## src/rtl/rd_engine.sv

```systemverilog
// rd_engine: issues one AXI4 INCR read burst per start strobe and reports its beats and status.
// Define RD_ENGINE_RETRY_EN to re-issue a failed burst up to MAX_RETRY times before reporting an error.
`timescale 1ns/1ps
module rd_engine #(
    parameter int ADDR_WIDTH = 33,
    parameter int DATA_WIDTH = 256,
    parameter int ID_WIDTH   = 6,
    parameter int LEN_WIDTH  = 8,
    parameter int MAX_RETRY  = 3
) (
    input  logic                  clk,
    input  logic                  resetn,
    input  logic                  start,
    input  logic [ADDR_WIDTH-1:0] read_addr,
    input  logic [LEN_WIDTH-1:0]  read_len,
    output logic [DATA_WIDTH-1:0] read_data,
    output logic                  read_data_valid,
    output logic                  end_of_read,
    output logic                  read_error,
    output logic                  m_axi_ARVALID,
    output logic [ADDR_WIDTH-1:0] m_axi_ARADDR,
    output logic [ID_WIDTH-1:0]   m_axi_ARID,
    output logic [LEN_WIDTH-1:0]  m_axi_ARLEN,
    input  logic                  m_axi_ARREADY,
    output logic [2:0]            m_axi_ARSIZE,
    output logic [1:0]            m_axi_ARBURST,
    output logic [1:0]            m_axi_ARLOCK,
    output logic [3:0]            m_axi_ARCACHE,
    output logic [2:0]            m_axi_ARPROT,
    output logic [3:0]            m_axi_ARQOS,
    output logic [3:0]            m_axi_ARREGION,
    input  logic                  m_axi_RVALID,
    input  logic [DATA_WIDTH-1:0] m_axi_RDATA,
    input  logic [1:0]            m_axi_RRESP,
    input  logic                  m_axi_RLAST,
    input  logic [ID_WIDTH-1:0]   m_axi_RID,
    output logic                  m_axi_RREADY
);
    localparam int CW = LEN_WIDTH + 1;

    typedef enum logic [2:0] {
        RD_IDLE  = 3'd0,
        RD_ADDR  = 3'd1,
        RD_DATA  = 3'd2,
        RD_RETRY = 3'd3,
        RD_END   = 3'd4
    } rd_state_t;

    rd_state_t             state, state_next;
    logic [ADDR_WIDTH-1:0] araddr_q;
    logic [LEN_WIDTH-1:0]  arlen_q;
    logic [CW-1:0]         beat_cnt, beat_inc, len_beats;
    logic                  err_flag, beat_fire, last_fire, beat_err, err_final, go_retry;
    logic                  unused_ok;

    assign m_axi_ARVALID  = (state == RD_ADDR);
    assign m_axi_RREADY   = (state == RD_DATA);
    assign m_axi_ARADDR   = araddr_q;
    assign m_axi_ARLEN    = arlen_q;
    assign m_axi_ARID     = '0;
    assign m_axi_ARSIZE   = (DATA_WIDTH == 256) ? 3'b101 : 3'b110;
    assign m_axi_ARBURST  = 2'b01;
    assign m_axi_ARLOCK   = 2'b00;
    assign m_axi_ARCACHE  = 4'b0000;
    assign m_axi_ARPROT   = 3'b010;
    assign m_axi_ARQOS    = 4'b0000;
    assign m_axi_ARREGION = 4'b0000;

    assign beat_fire = m_axi_RVALID && m_axi_RREADY;
    assign last_fire = beat_fire && m_axi_RLAST;
    assign len_beats = {1'b0, arlen_q} + CW'(1);
    assign beat_inc  = (&beat_cnt) ? beat_cnt : beat_cnt + CW'(1);
    // Overrun beats and an early or late RLAST are treated like a slave error.
    assign beat_err  = beat_fire && (m_axi_RRESP[1] || (beat_inc > len_beats) ||
                                     (m_axi_RLAST && (beat_inc != len_beats)));
    assign err_final = err_flag || beat_err;

`ifdef RD_ENGINE_RETRY_EN
    localparam int RW = (MAX_RETRY < 1) ? 1 : $clog2(MAX_RETRY + 1);
    logic [RW-1:0] retry_cnt;

    assign go_retry  = err_final && (retry_cnt < RW'(MAX_RETRY));
    assign unused_ok = &{1'b0, m_axi_RID, m_axi_RRESP[0]};

    always_ff @(posedge clk) begin
        if (!resetn) begin
            retry_cnt <= '0;
        end else if (state == RD_IDLE && start) begin
            retry_cnt <= '0;
        end else if (state == RD_RETRY) begin
            retry_cnt <= retry_cnt + RW'(1);
        end
    end
`else
    assign go_retry  = 1'b0;
    assign unused_ok = &{1'b0, m_axi_RID, m_axi_RRESP[0], MAX_RETRY[0]};
`endif

    always_ff @(posedge clk) begin
        if (!resetn) begin
            state <= RD_IDLE;
        end else begin
            state <= state_next;
        end
    end

    always_comb begin
        state_next = RD_IDLE;
        case (state)
            RD_IDLE:  state_next = start ? RD_ADDR : RD_IDLE;
            RD_ADDR:  state_next = m_axi_ARREADY ? RD_DATA : RD_ADDR;
            RD_DATA: begin
                if (last_fire) begin
                    state_next = go_retry ? RD_RETRY : RD_END;
                end else begin
                    state_next = RD_DATA;
                end
            end
`ifdef RD_ENGINE_RETRY_EN
            RD_RETRY: state_next = RD_ADDR;
`endif
            RD_END:   state_next = RD_IDLE;
            default:  state_next = RD_IDLE;
        endcase
    end

    // The status pulse is registered on entry to RD_END so it lines up with the final data pulse.
    always_ff @(posedge clk) begin
        if (!resetn) begin
            araddr_q        <= '0;
            arlen_q         <= '0;
            beat_cnt        <= '0;
            err_flag        <= 1'b0;
            read_data       <= '0;
            read_data_valid <= 1'b0;
            end_of_read     <= 1'b0;
            read_error      <= 1'b0;
        end else begin
            read_data_valid <= beat_fire;
            end_of_read     <= (state_next == RD_END);
            read_error      <= (state_next == RD_END) && err_final;
            if (beat_fire) begin
                read_data <= m_axi_RDATA;
            end
            case (state)
                RD_IDLE: begin
                    if (start) begin
                        araddr_q <= read_addr;
                        arlen_q  <= read_len;
                        beat_cnt <= '0;
                        err_flag <= 1'b0;
                    end
                end
                RD_DATA: begin
                    if (beat_fire) begin
                        beat_cnt <= beat_inc;
                    end
                    if (beat_err) begin
                        err_flag <= 1'b1;
                    end
                end
`ifdef RD_ENGINE_RETRY_EN
                RD_RETRY: begin
                    beat_cnt <= '0;
                    err_flag <= 1'b0;
                end
`endif
                default: begin
                end
            endcase
        end
    end
endmodule

```

## config.mk

```make
export PLATFORM = sky130hd
export DESIGN_NAME = rd_engine
export DESIGN_NICKNAME = d
export VERILOG_FILES = /design/src/rtl/rd_engine.sv
export SDC_FILE = /design/constraint.sdc
export NUM_CORES = 1
export LEC_CHECK = 0
export CORE_AREA = 5 5 248 250
export DETAILED_ROUTE_END_ITERATION = 10
export DIE_AREA = 0 0 253 255
export HOLD_SLACK_MARGIN = 0.03
export PLACE_DENSITY = 0.57
export RECOVER_POWER = 25
export SYNTH_ARGS = -nofsm -noshare
export SYNTH_HDL_FRONTEND = slang
export SYNTH_SLANG_ARGS = --single-unit
export TNS_END_PERCENT = 20
```

## constraint.sdc

```tcl
create_clock -name clk -period 7.3 [get_ports clk]
set_input_delay 1.46 -clock clk [delete_from_list [all_inputs] [get_ports clk]]
set_output_delay 1.46 -clock clk [all_outputs]
set_load 0.005 [all_outputs]
```

==> results of run 1 <==
## per-stage QoR
stage	utilization, %	hold slack, ns	cell area, µm²	setup slack, ns
detailed placement	31.9	0.445	18800	3.41
floorplan	-	0.451	12400	4.96
finish	34.0	0.447	20000	2.93
global placement	31.9	0.440	18800	3.48
CTS	34.0	0.453	20000	3.93
global route	34.0	0.463	20000	2.68
## area by class of cell
type	instances	area, µm²	share of cell area, %
diodes	3	7.51	0.0376
clock buffers	61	1200	6.01
repair buffers	614	6130	30.7
clock inverters	5	33.8	0.169
well taps	773	967	4.84
multi-input cells	1041	5360	26.8
inverters	3	11.3	0.0564
flip-flops and latches	313	6270	31.4
## metal layers
metal | GRT usage, % | up-vias | part of all wire (%)
li1 | - | 5777 | -
met1 | 14.6 | 5400 | 39
met2 | 21.9 | 426 | 48
met3 | 5.46 | 80 | 10
met4 | 4.57 | 4 | 2.9
met5 | 0 | - | 0.060
## kinds of logic (layout without fill, tap and decap cells)
kind of cell | count (synthesis) | in the layout
mux | 1 | 1
flops | 313 | 313
fa+ha+maj | 11 | 11
other cells | 2 | 31
compound gates | 333 | 333
xor+xnor | 8 | 8
buf+inv | 135 | 683
simple gates | 660 | 660
## worst max-delay path: stages
cell and delay [ns]:
sky130_fd_sc_hd__clkdlybuf4s50_1 0.44, sky130_fd_sc_hd__nand2_1 1.52, sky130_fd_sc_hd__buf_4 0.93, sky130_fd_sc_hd__nand2_1 0.15, sky130_fd_sc_hd__a21boi_1 0.17
## worst max path at each step
stage	endpoint	cells after the start	from	slack, ns
floorplan	m_axi_ARADDR[28]	4	resetn	4.96
global placement	read_data[22]	5	m_axi_RVALID	3.48
detailed placement	read_data[29]	5	m_axi_RVALID	3.41
CTS	m_axi_RREADY	2	state[1]	3.93
global route	read_data[218]	5	m_axi_RVALID	2.68
finish	read_data[218]	5	m_axi_RVALID	2.93
## power by group through the flow
stage	Sequential, mW	Clock (mW)	Combinational (mW)
final	1.78	1.86	0.431
after global routing	1.78	2.01	0.467
after CTS	1.78	1.95	0.442
after detailed placement	1.82	0	0.440
after global placement	1.81	0	0.438
after floorplan	1.82	0	0.153
## registers in the layout (all words and copies together), names as in the netlist
name             count
m_axi_ARADDR        33
m_axi_ARLEN          8
state                3
read_error           1
read_data          256
read_data_valid      1
beat_cnt             9
err_flag             1
end_of_read          1
## cells in the final DEF (no fill, tap or decap), types with 4 or more instances in the layout
cell,Yosys,layout
sky130_fd_sc_hd__a211oi_1,4,4
sky130_fd_sc_hd__a21boi_0,44,60
sky130_fd_sc_hd__a21boi_1,256,240
sky130_fd_sc_hd__a21oi_1,11,11
sky130_fd_sc_hd__and2_0,0,4
sky130_fd_sc_hd__and3_1,4,4
sky130_fd_sc_hd__buf_4,56,6
sky130_fd_sc_hd__clkbuf_1,47,12
sky130_fd_sc_hd__clkbuf_16,0,41
sky130_fd_sc_hd__clkbuf_8,0,10
sky130_fd_sc_hd__clkdlybuf4s50_1,0,525
sky130_fd_sc_hd__conb_1,2,28
sky130_fd_sc_hd__dfxtp_1,313,313
sky130_fd_sc_hd__dlygate4sd3_1,0,79
sky130_fd_sc_hd__ha_1,11,11
sky130_fd_sc_hd__nand2_1,609,609
sky130_fd_sc_hd__nand3_1,15,15
sky130_fd_sc_hd__nor2_1,10,10
sky130_fd_sc_hd__o21ai_0,7,7
sky130_fd_sc_hd__xnor2_1,4,4
sky130_fd_sc_hd__xor2_1,4,4
==> impl_metrics.json, run 1 <==
{
  "status": "complete, but fails checks",
  "violations_in_the_final_reports": "capacitance limit, slew limit",
  "crit_path_start_kind": "primary input",
  "detail_route.first_pass.iterations": 5,
  "number_of_distinct_library_cell_variants_in_the_gate_level_netlist_after_synthesis": 38,
  "grt_first_pass_wirelength_mm": 66.7,
  "pin_count_of_the_biggest_net_entering_global_routing": 180,
  "finalSetupTns_ns": 0,
  "yosysWarningCount": 0,
  "min_path_cells": 2,
  "layout.nets": 2334,
  "crit-reg2reg-capture": "read_data[218]",
  "route.antenna.remaining_nets": 0,
  "p_clk_share_pct": 45.7,
  "synth_top_cells_by_count": "sky130_fd_sc_hd__nand2_1, sky130_fd_sc_hd__dfxtp_1, sky130_fd_sc_hd__a21boi_1",
  "min_period_ns": 4.37,
  "compound_gate_fraction_of_synth_area_pct": 20.0,
  "sw_share_pct": 22.7,
  "synth_xor_area_share_pct": 0.570,
  "globalplace.congestion": 0.841,
  "placed_cells_incl_taps": 2744,
  "core.rowCount": 89,
  "cts.repair_timing.setup_buffer_count": 0,
  "drt-wirelength-per-cell_um": 16.0,
  "crit_path_end_kind": "flop",
  "htree_num_levels": 2,
  "cap_viol_max_count": 3,
  "final_cell_count_no_fill": 2813,
  "clkTransAtPathRegs_ns": 0.06,
  "ff2ff_setup_slack_ns": 3.80,
  "finalSetupViolations": 0,
  "cts_num_sinks": 313,
  "report.final.hold_viol_count": 0,
  "cell_internal_power_mw": 3.14,
  "dr_total_vias": 11700,
  "route.detailed.vias_per_inst": 4.15,
  "clk-insertion-delay-late_ns": 0.54,
  "synth_most_common_cell": "sky130_fd_sc_hd__nand2_1",
  "combinational_family_with_the_most_area_after_synthesis": "simple AND/OR/NAND/NOR gates",
  "cp_data_required_time_ns": 7.77,
  "post_synth_inst_count": 1463,
  "num_io_pins": 641,
  "ff_to_ff_path_depth": 5,
  "floorplan.initialDensity_pct": 20.9,
  "synth_largest_area_cell": "sky130_fd_sc_hd__dfxtp_1",
  "leakagePower_nw": 7.13,
  "power.density_nw_per_um2": 204,
  "overflow": 0,
  "clock.fmax_mhz": 229,
  "dp_hpwl_mm": 32.3,
  "filler_cell_count": 6087,
  "wl_mm": 45.1,
  "layout_cell_share_with_drive_strength_beyond_1_pct": 3.34,
  "mappedNetlistArea_um2": 12300,
  "worst-endpoint-arrival_ns": 4.84,
  "finClkSkew_ns": 0.0149,
  "die-area_um2": 64500,
  "max-vdd-ir-drop_v": 0.000159,
  "cts_inserted_buffers": 39,
  "synth_edf_count": 0,
  "r2r-start": "state[1]",
  "pwr-share-comb_pct": 10.6,
  "post_synth_and_or_nand_nor_area_fraction_pct": 21.0,
  "number_of_global_route_vias_before_repair": 11500,
  "clk_root_buffer_cell": "sky130_fd_sc_hd__clkbuf_16",
  "track_usage_pct": 12.9,
  "synth_ff_type": "sky130_fd_sc_hd__dfxtp_1",
  "largest_buffer_count_on_any_clock_path": 3,
  "synth.yosys.seq_area_share_pct": 51.0,
  "period_share_pct": 59.9,
  "yosysTopAreaCellShare_pct": 51.0,
  "die_height_um": 255,
  "final-max-slew-violation-count": 140,
  "tritoncts": "built",
  "io_buffer_count": 605,
  "drt_first_iter_violations": 463,
  "cts_resized": 0,
  "timing.hold.worst.start": "read_data[33]",
  "core_region_area_um2": 58800,
  "hold_fix_buffers_cts": 0,
  "timing.setup.critical_path_class": "primary input to flop",
  "postSynth.asyncResetShare_pct": 0,
  "post_synth_fa_ha_maj_area_fraction_pct": 1.12,
  "post_synth_mux_area_share_pct": 0.0916,
  "flow.area_growth_from_synthesis_pct": 62.5,
  "power_switching_mw": 0.922,
  "detail_route.drc_violations": 0,
  "worst_slew_pin_slew_ns": 2.24,
  "synth_area_leaders": "sky130_fd_sc_hd__dfxtp_1, sky130_fd_sc_hd__nand2_1, sky130_fd_sc_hd__a21boi_1",
  "p_total_mw": 4.07,
  "antenna_found_initial": 5,
  "synth.ff_latch_count": 313,
  "hold_class": "flop to flop",
  "worstHoldEndpoint": "read_data[33]",
  "slew_headroom_pct": -49.5,
  "cp_max_fo": 96,
  "p_seq_share_pct": 43.7,
  "die_width_um": 253,
  "grt_setup_unrepaired": "no",
  "avg_cell_area_syn_um2": 8.40
}
Power figures use the tool's default switching activity.
==> inputs of run 2 (changes only) <==
--- a/config.mk
+++ b/config.mk
@@ -5,9 +5,9 @@
 export SDC_FILE = /design/constraint.sdc
 export NUM_CORES = 1
 export LEC_CHECK = 0
-export CORE_AREA = 5 5 248 250
+export CORE_AREA = 5 5 249 251
 export DETAILED_ROUTE_END_ITERATION = 10
-export DIE_AREA = 0 0 253 255
+export DIE_AREA = 0 0 254 256
 export HOLD_SLACK_MARGIN = 0.03
 export PLACE_DENSITY = 0.57
 export RECOVER_POWER = 25
==> constraint.sdc (replaced) <==
create_clock -name clk -period 4.3 [get_ports clk]
set_input_delay 0.86 -clock clk [delete_from_list [all_inputs] [get_ports clk]]
set_output_delay 0.86 -clock clk [all_outputs]
set_load 0.005 [all_outputs]
==> run 2 against run 1 <==
The flow still finishes with violations (capacitance limit, slew limit). Global-route usage is 0.60 points lower. Hold slack gained 0.0012 ns. Via count shrank 0.50%. Wire length down 4.1%. Setup slack got worse by 1.5 ns. Clock power increased by 81%. Sequential cell count unchanged. Sequential power rose by 70%. Non-clock buffer count up 5. First-iteration DRC count rose by 16%. Combinational power up 71%. Critical path type unchanged. Largest cell class unchanged. Largest power group unchanged. Highest routed layer is now met4.
==> impl_metrics.json, run 2 (synthesis results as in run 1) <==
{
  "final_cell_count_no_fill": 2827,
  "timing.setup.critical_path_class": "primary input to flop",
  "floorplan.initialDensity_pct": 20.6,
  "die_width_um": 254,
  "min_period_ns": 2.90,
  "grt_first_pass_wirelength_mm": 64.8,
  "finalCoreUtilization_pct": 33.8,
  "hold_class": "flop to flop",
  "number_of_buffers_and_inverters_on_the_critical_path": 2,
  "layout.cell_area.non_filler_um2": 20200,
  "timing.critical_path.slowest_cell_delay_ns": 1.29,
  "globalplace.congestion": 0.841,
  "worst_slew_pin_slew_ns": 1.87,
  "largest_buffer_count_on_any_clock_path": 3,
  "insertedDiodeCount": 0,
  "dp_worst_setup_slack_ns": 1.43,
  "power.density_nw_per_um2": 352,
  "dr_total_vias": 11600,
  "wl_mm": 43.3,
  "final-max-slew-violation-count": 101,
  "clk-insertion-delay-late_ns": 0.54,
  "overflow": 0,
  "layout.nets": 2338,
  "hold_fix_buffers_cts": 0,
  "final.setup.worst_slack_ns": 1.40,
  "antenna_found_initial": 0,
  "cap_viol_max_count": 1,
  "cts_resized": 0,
  "timing.critical_path.slowest_stage_cell": "sky130_fd_sc_hd__clkbuf_2",
  "clkTransAtPathRegs_ns": 0.06,
  "finalSetupViolations": 0,
  "cp_data_required_time_ns": 4.76,
  "pin_count_of_the_biggest_net_entering_global_routing": 117,
  "most-common-layout-cells": "sky130_fd_sc_hd__nand2_1, sky130_fd_sc_hd__clkdlybuf4s50_1, sky130_fd_sc_hd__dfxtp_1",
  "route.antenna.remaining_nets": 0,
  "die_height_um": 256,
  "cts_num_sinks": 313,
  "cts_inserted_buffers": 38,
  "layout_commonest_cell": "sky130_fd_sc_hd__nand2_1",
  "cts.repair_timing.setup_buffer_count": 0,
  "drt_first_iter_violations": 536,
  "track_usage_pct": 12.3,
  "core_region_area_um2": 59700,
  "report.final.hold_viol_count": 0,
  "die-area_um2": 65000,
  "clock.fmax_mhz": 345,
  "drt-wirelength-per-cell_um": 15.3,
  "layout_cell_share_with_drive_strength_beyond_1_pct": 4.11,
  "status": "complete, but fails checks",
  "critical_path.most_common_cell": "sky130_fd_sc_hd__clkbuf_2",
  "number_of_global_route_vias_before_repair": 11300,
  "slew_headroom_pct": -24.4,
  "tritoncts": "built",
  "grt_setup_unrepaired": "no",
  "leakagePower_nw": 6.94,
  "dp_hpwl_mm": 31.4,
  "crit_path_start_kind": "primary input",
  "placed_cells_incl_taps": 2758,
  "largest_register_ff_count": 256,
  "htree_num_levels": 2,
  "detail_route.drc_violations": 0,
  "cp_max_fo": 101,
  "worst-endpoint-arrival_ns": 3.36,
  "route.detailed.vias_per_inst": 4.11,
  "max-vdd-ir-drop_v": 0.000298,
  "io_buffer_count": 605,
  "largest_register": "read_data",
  "violations_in_the_final_reports": "capacitance limit, slew limit",
  "cp_cell_sequence": "clkbuf_2 > clkbuf_2 > a21boi_0",
  "num_io_pins": 641,
  "detail_route.first_pass.iterations": 5,
  "crit_path_end_kind": "flop",
  "core.rowCount": 90,
  "flow.area_growth_from_synthesis_pct": 64.2,
  "clk_root_buffer_cell": "sky130_fd_sc_hd__clkbuf_16",
  "finalSetupTns_ns": 0,
  "worst_path_dominant_cell_family": "buffers and inverters",
  "finClkSkew_ns": 0.00845,
  "period_share_pct": 67.5,
  "placement.cell_area_um2": 18900
}
run 2: final cells by class:
type                       instances  area, µm²
sequential                       313       6270
tap                              782        978
clock buffer                      55       1140
fill                            6138      39500
clock inverter                    14        180
timing repair buffer             619       6240
multi-input combinational       1041       5370
inverter                           3       11.3
run 2: routing by layer:
| metal | vias to the layer above | routed length, µm | track usage (%) |
|---|---|---|---|
| met3 | 65 | 4610 | 4.92 |
| met5 | - | 0 | 0 |
| li1 | 5784 | - | - |
| met1 | 5332 | 16100 | 13.4 |
| met4 | 0 | 1290 | 4.12 |
| met2 | 448 | 21200 | 21.7 |
run 2: worst paths after layout:
path             startpoint  cells past startpoint                to  slack (ns)
max                  resetn                      3  m_axi_ARADDR[15]        1.40
min          read_data[207]                      2    read_data[207]        0.45
max reg2reg     beat_cnt[3]                     10        read_error        1.67
min reg2reg  read_data[207]                      2    read_data[207]        0.45
run 2: metrics by stage:
step                      total power [mW]  hold WS, ns
after floorplan                       3.34        0.451
after global placement                3.82        0.440
after detailed placement              3.83        0.444
after CTS                             7.28        0.452
after global routing                  7.44        0.467
final                                 7.11        0.449
run 2: where the power goes:
| group | total, mW | switching, mW | internal [mW] |
|---|---|---|---|
| logic | 0.736 | 0.271 | 0.465 |
| registers | 3.02 | 0.0428 | 2.98 |
| clock network | 3.36 | 1.28 | 2.08 |
run 2: worst register-to-register path, delay by kind of cell, from the launching register on:
kind,cells,cell delay [ns]
adder cells (fa/ha/maj),1,0.33
flip-flops,1,0.48
AO/OA/AOI/OAI,4,0.83
multiplexers,1,0.29
AND/OR/NAND/NOR,4,0.56
==> inputs of run 3 (changes only) <==
--- a/config.mk
+++ b/config.mk
@@ -5,11 +5,11 @@
 export SDC_FILE = /design/constraint.sdc
 export NUM_CORES = 1
 export LEC_CHECK = 0
-export CORE_AREA = 5 5 249 251
+export CORE_AREA = 5 5 248 250
 export DETAILED_ROUTE_END_ITERATION = 10
-export DIE_AREA = 0 0 254 256
+export DIE_AREA = 0 0 253 255
 export HOLD_SLACK_MARGIN = 0.03
-export PLACE_DENSITY = 0.57
+export PLACE_DENSITY = 0.59
 export RECOVER_POWER = 25
 export SYNTH_ARGS = -nofsm -noshare
 export SYNTH_HDL_FRONTEND = slang
==> constraint.sdc (replaced) <==
create_clock -name clk -period 2.6 [get_ports clk]
set_input_delay 0.52 -clock clk [delete_from_list [all_inputs] [get_ports clk]]
set_output_delay 0.52 -clock clk [all_outputs]
set_load 0.005 [all_outputs]
==> run 3 against run 2 <==
Largest power group unchanged. Cell area is 0.48% higher. Critical path type is now flop to flop. Power rose by 60%. The run now ends clean. Sequential cell count did not move.
==> impl_metrics.json, run 3 (synthesis results as in run 1) <==
{
  "finalSetupViolations": 0,
  "cell_internal_power_mw": 8.82,
  "power_switching_mw": 2.58,
  "largest_buffer_count_on_any_clock_path": 3,
  "dp_hpwl_mm": 32.3,
  "finClkSkew_ns": 0.0225,
  "worst_slew_pin_slew_ns": 0.880,
  "cp_data_required_time_ns": 3.05,
  "largest_register_ff_count": 256,
  "crit_path_start_kind": "flop",
  "flow.area_growth_from_synthesis_pct": 65.0,
  "pin_count_of_the_biggest_net_entering_global_routing": 102,
  "pwr-share-comb_pct": 11.0,
  "largest_register": "read_data",
  "tritoncts": "built",
  "worstHoldEndpoint": "read_data[219]",
  "ff2ff_setup_slack_ns": 0.16,
  "report.final.hold_viol_count": 0,
  "hold_class": "flop to flop",
  "max-vdd-ir-drop_v": 0.000460,
  "cp_cell_sequence": "nor3b_2 > and2_0 > buf_12 > clkbuf_4 > nand2_1 > a21boi_0",
  "track_usage_pct": 12.4,
  "die-area_um2": 64500,
  "timing.setup.critical_path_class": "flop to flop",
  "timing.critical_path.slowest_stage_cell": "sky130_fd_sc_hd__and2_0",
  "antenna_found_initial": 0,
  "core_region_area_um2": 58800,
  "route.detailed.vias_per_inst": 4.15,
  "finalCoreUtilization_pct": 34.5,
  "cts_num_sinks": 313,
  "clk-insertion-delay-late_ns": 0.53,
  "crit_path_end_kind": "flop",
  "filler_cell_count": 6035,
  "r2r-start": "state[1]",
  "status": "finished clean",
  "io_buffer_count": 605,
  "number_of_buffers_and_inverters_on_the_critical_path": 2,
  "timing.critical_path.slowest_cell_delay_ns": 0.76,
  "p_clk_share_pct": 45.2,
  "power.density_nw_per_um2": 562,
  "timing.hold.worst.start": "read_data[219]",
  "layout.nets": 2355,
  "detail_route.first_pass.iterations": 5,
  "cts_inserted_buffers": 38,
  "crit-reg2reg-capture": "read_data[128]",
  "finalSetupTns_ns": 0,
  "clk_root_buffer_cell": "sky130_fd_sc_hd__clkbuf_16",
  "die_width_um": 253,
  "min_path_cells": 2,
  "overflow": 0,
  "drt_first_iter_violations": 446,
  "register_area_um2": 6270,
  "route.antenna.remaining_nets": 0,
  "cap_viol_max_count": 0,
  "dr_total_vias": 11800,
  "cp_max_fo": 26,
  "layout_cell_share_with_drive_strength_beyond_1_pct": 4.57,
  "clkTransAtPathRegs_ns": 0.06,
  "grt_setup_unrepaired": "no",
  "drt-wirelength-per-cell_um": 15.4,
  "die_height_um": 255,
  "sw_share_pct": 22.6,
  "wl_mm": 43.5,
  "floorplan.initialDensity_pct": 20.9,
  "layout_commonest_cell": "sky130_fd_sc_hd__nand2_1",
  "most-common-layout-cells": "sky130_fd_sc_hd__nand2_1, sky130_fd_sc_hd__clkdlybuf4s50_1, sky130_fd_sc_hd__dfxtp_1",
  "leakagePower_nw": 6.98,
  "worst_path_dominant_cell_family": "simple AND/OR/NAND/NOR gates",
  "worst-endpoint-arrival_ns": 2.88,
  "period_share_pct": 93.8,
  "detail_route.drc_violations": 0,
  "min_period_ns": 2.44,
  "number_of_global_route_vias_before_repair": 11900,
  "core.rowCount": 89,
  "clock.fmax_mhz": 410,
  "grt_first_pass_wirelength_mm": 65.2,
  "slew_headroom_pct": 41.3,
  "multi_input_comb_area_um2": 5390,
  "p_seq_share_pct": 43.8,
  "globalplace.congestion": 0.885,
  "num_io_pins": 641,
  "htree_num_levels": 2,
  "cts.repair_timing.setup_buffer_count": 0,
  "final-max-slew-violation-count": 0,
  "ff_to_ff_path_depth": 6
}
==> run 3: cell types whose count changed in the layout (fill, tap and decap cells not counted), moves of 2 or more <==
cell,delta
sky130_fd_sc_hd__clkbuf_1,+7
sky130_fd_sc_hd__clkinv_2,-4
sky130_fd_sc_hd__buf_4,+8
sky130_fd_sc_hd__clkbuf_8,-5
sky130_fd_sc_hd__a21boi_0,-3
sky130_fd_sc_hd__bufinv_16,-2
sky130_fd_sc_hd__buf_12,+5
sky130_fd_sc_hd__a21boi_1,+3
==> run 3: per-layer routing <==
layer  track usage (%)  part of all wire, %
met5                 0                    0
met2              22.0                   50
met4              5.03                  3.8
met3              4.96                  9.7
met1              13.3                   37
==> run 3: through the flow <==
stage | cells | area [µm²] | power, mW | hold WS [ns] | worst slack [ns]
final | 2833 | 20300 | 11.4 | 0.449 | 0.162
after detailed placement | 2766 | 19100 | 6.37 | 0.444 | 0.0749
after global routing | 2832 | 20300 | 11.9 | 0.466 | 0.00991
after floorplan | 1489 | 12400 | 5.53 | 0.451 | 0.319
after CTS | 2832 | 20300 | 11.7 | 0.443 | 0.0456
after global placement | 2766 | 19100 | 6.36 | 0.439 | 0.0867
==> run 3: worst register-to-register path: stages, from the launching register on <==
cell                       delay (ns)
sky130_fd_sc_hd__dfxtp_1         0.35
sky130_fd_sc_hd__nor3b_2         0.34
sky130_fd_sc_hd__and2_0          0.76
sky130_fd_sc_hd__buf_12          0.27
sky130_fd_sc_hd__clkbuf_4        0.36
sky130_fd_sc_hd__nand2_1         0.11
sky130_fd_sc_hd__a21boi_0        0.16
==> run 3: worst max-delay path by stage <==
stage / start / end / cells after the start
after floorplan: beat_cnt[2] / read_error / 11
after CTS: beat_cnt[1] / read_error / 10
after global routing: state[2] / state[1] / 6
final: state[1] / read_data[128] / 6
after detailed placement: beat_cnt[1] / read_error / 10
after global placement: beat_cnt[1] / read_error / 10
==> run 3: timing repair <==
| action | 4_1_cts | 5_1_grt |
|---|---|---|
| resized for setup | 0 | 6 |
| hold buffers | 0 | 0 |
| setup endpoints to repair | 0 | 2 |
==> run 3: final cells by class <==
cell class / instances / area share (%)
flip-flops and latches: 313 / 30.9
multi-input cells: 1041 / 26.6
well taps: 773 / 4.77
clock inverters: 10 / 0.592
diodes: 1 / 0.0123
repair buffers: 636 / 31.7
clock buffers: 56 / 5.37
inverters: 3 / 0.0555
==> run 3: power by group through the flow <==
stage	clock network, mW	logic (mW)	registers (mW)
after floorplan	0	0.430	5.10
after global placement	0	1.27	5.09
after detailed placement	0	1.27	5.10
after CTS	5.39	1.28	4.99
after global routing	5.57	1.36	5.01
final	5.15	1.25	4.99
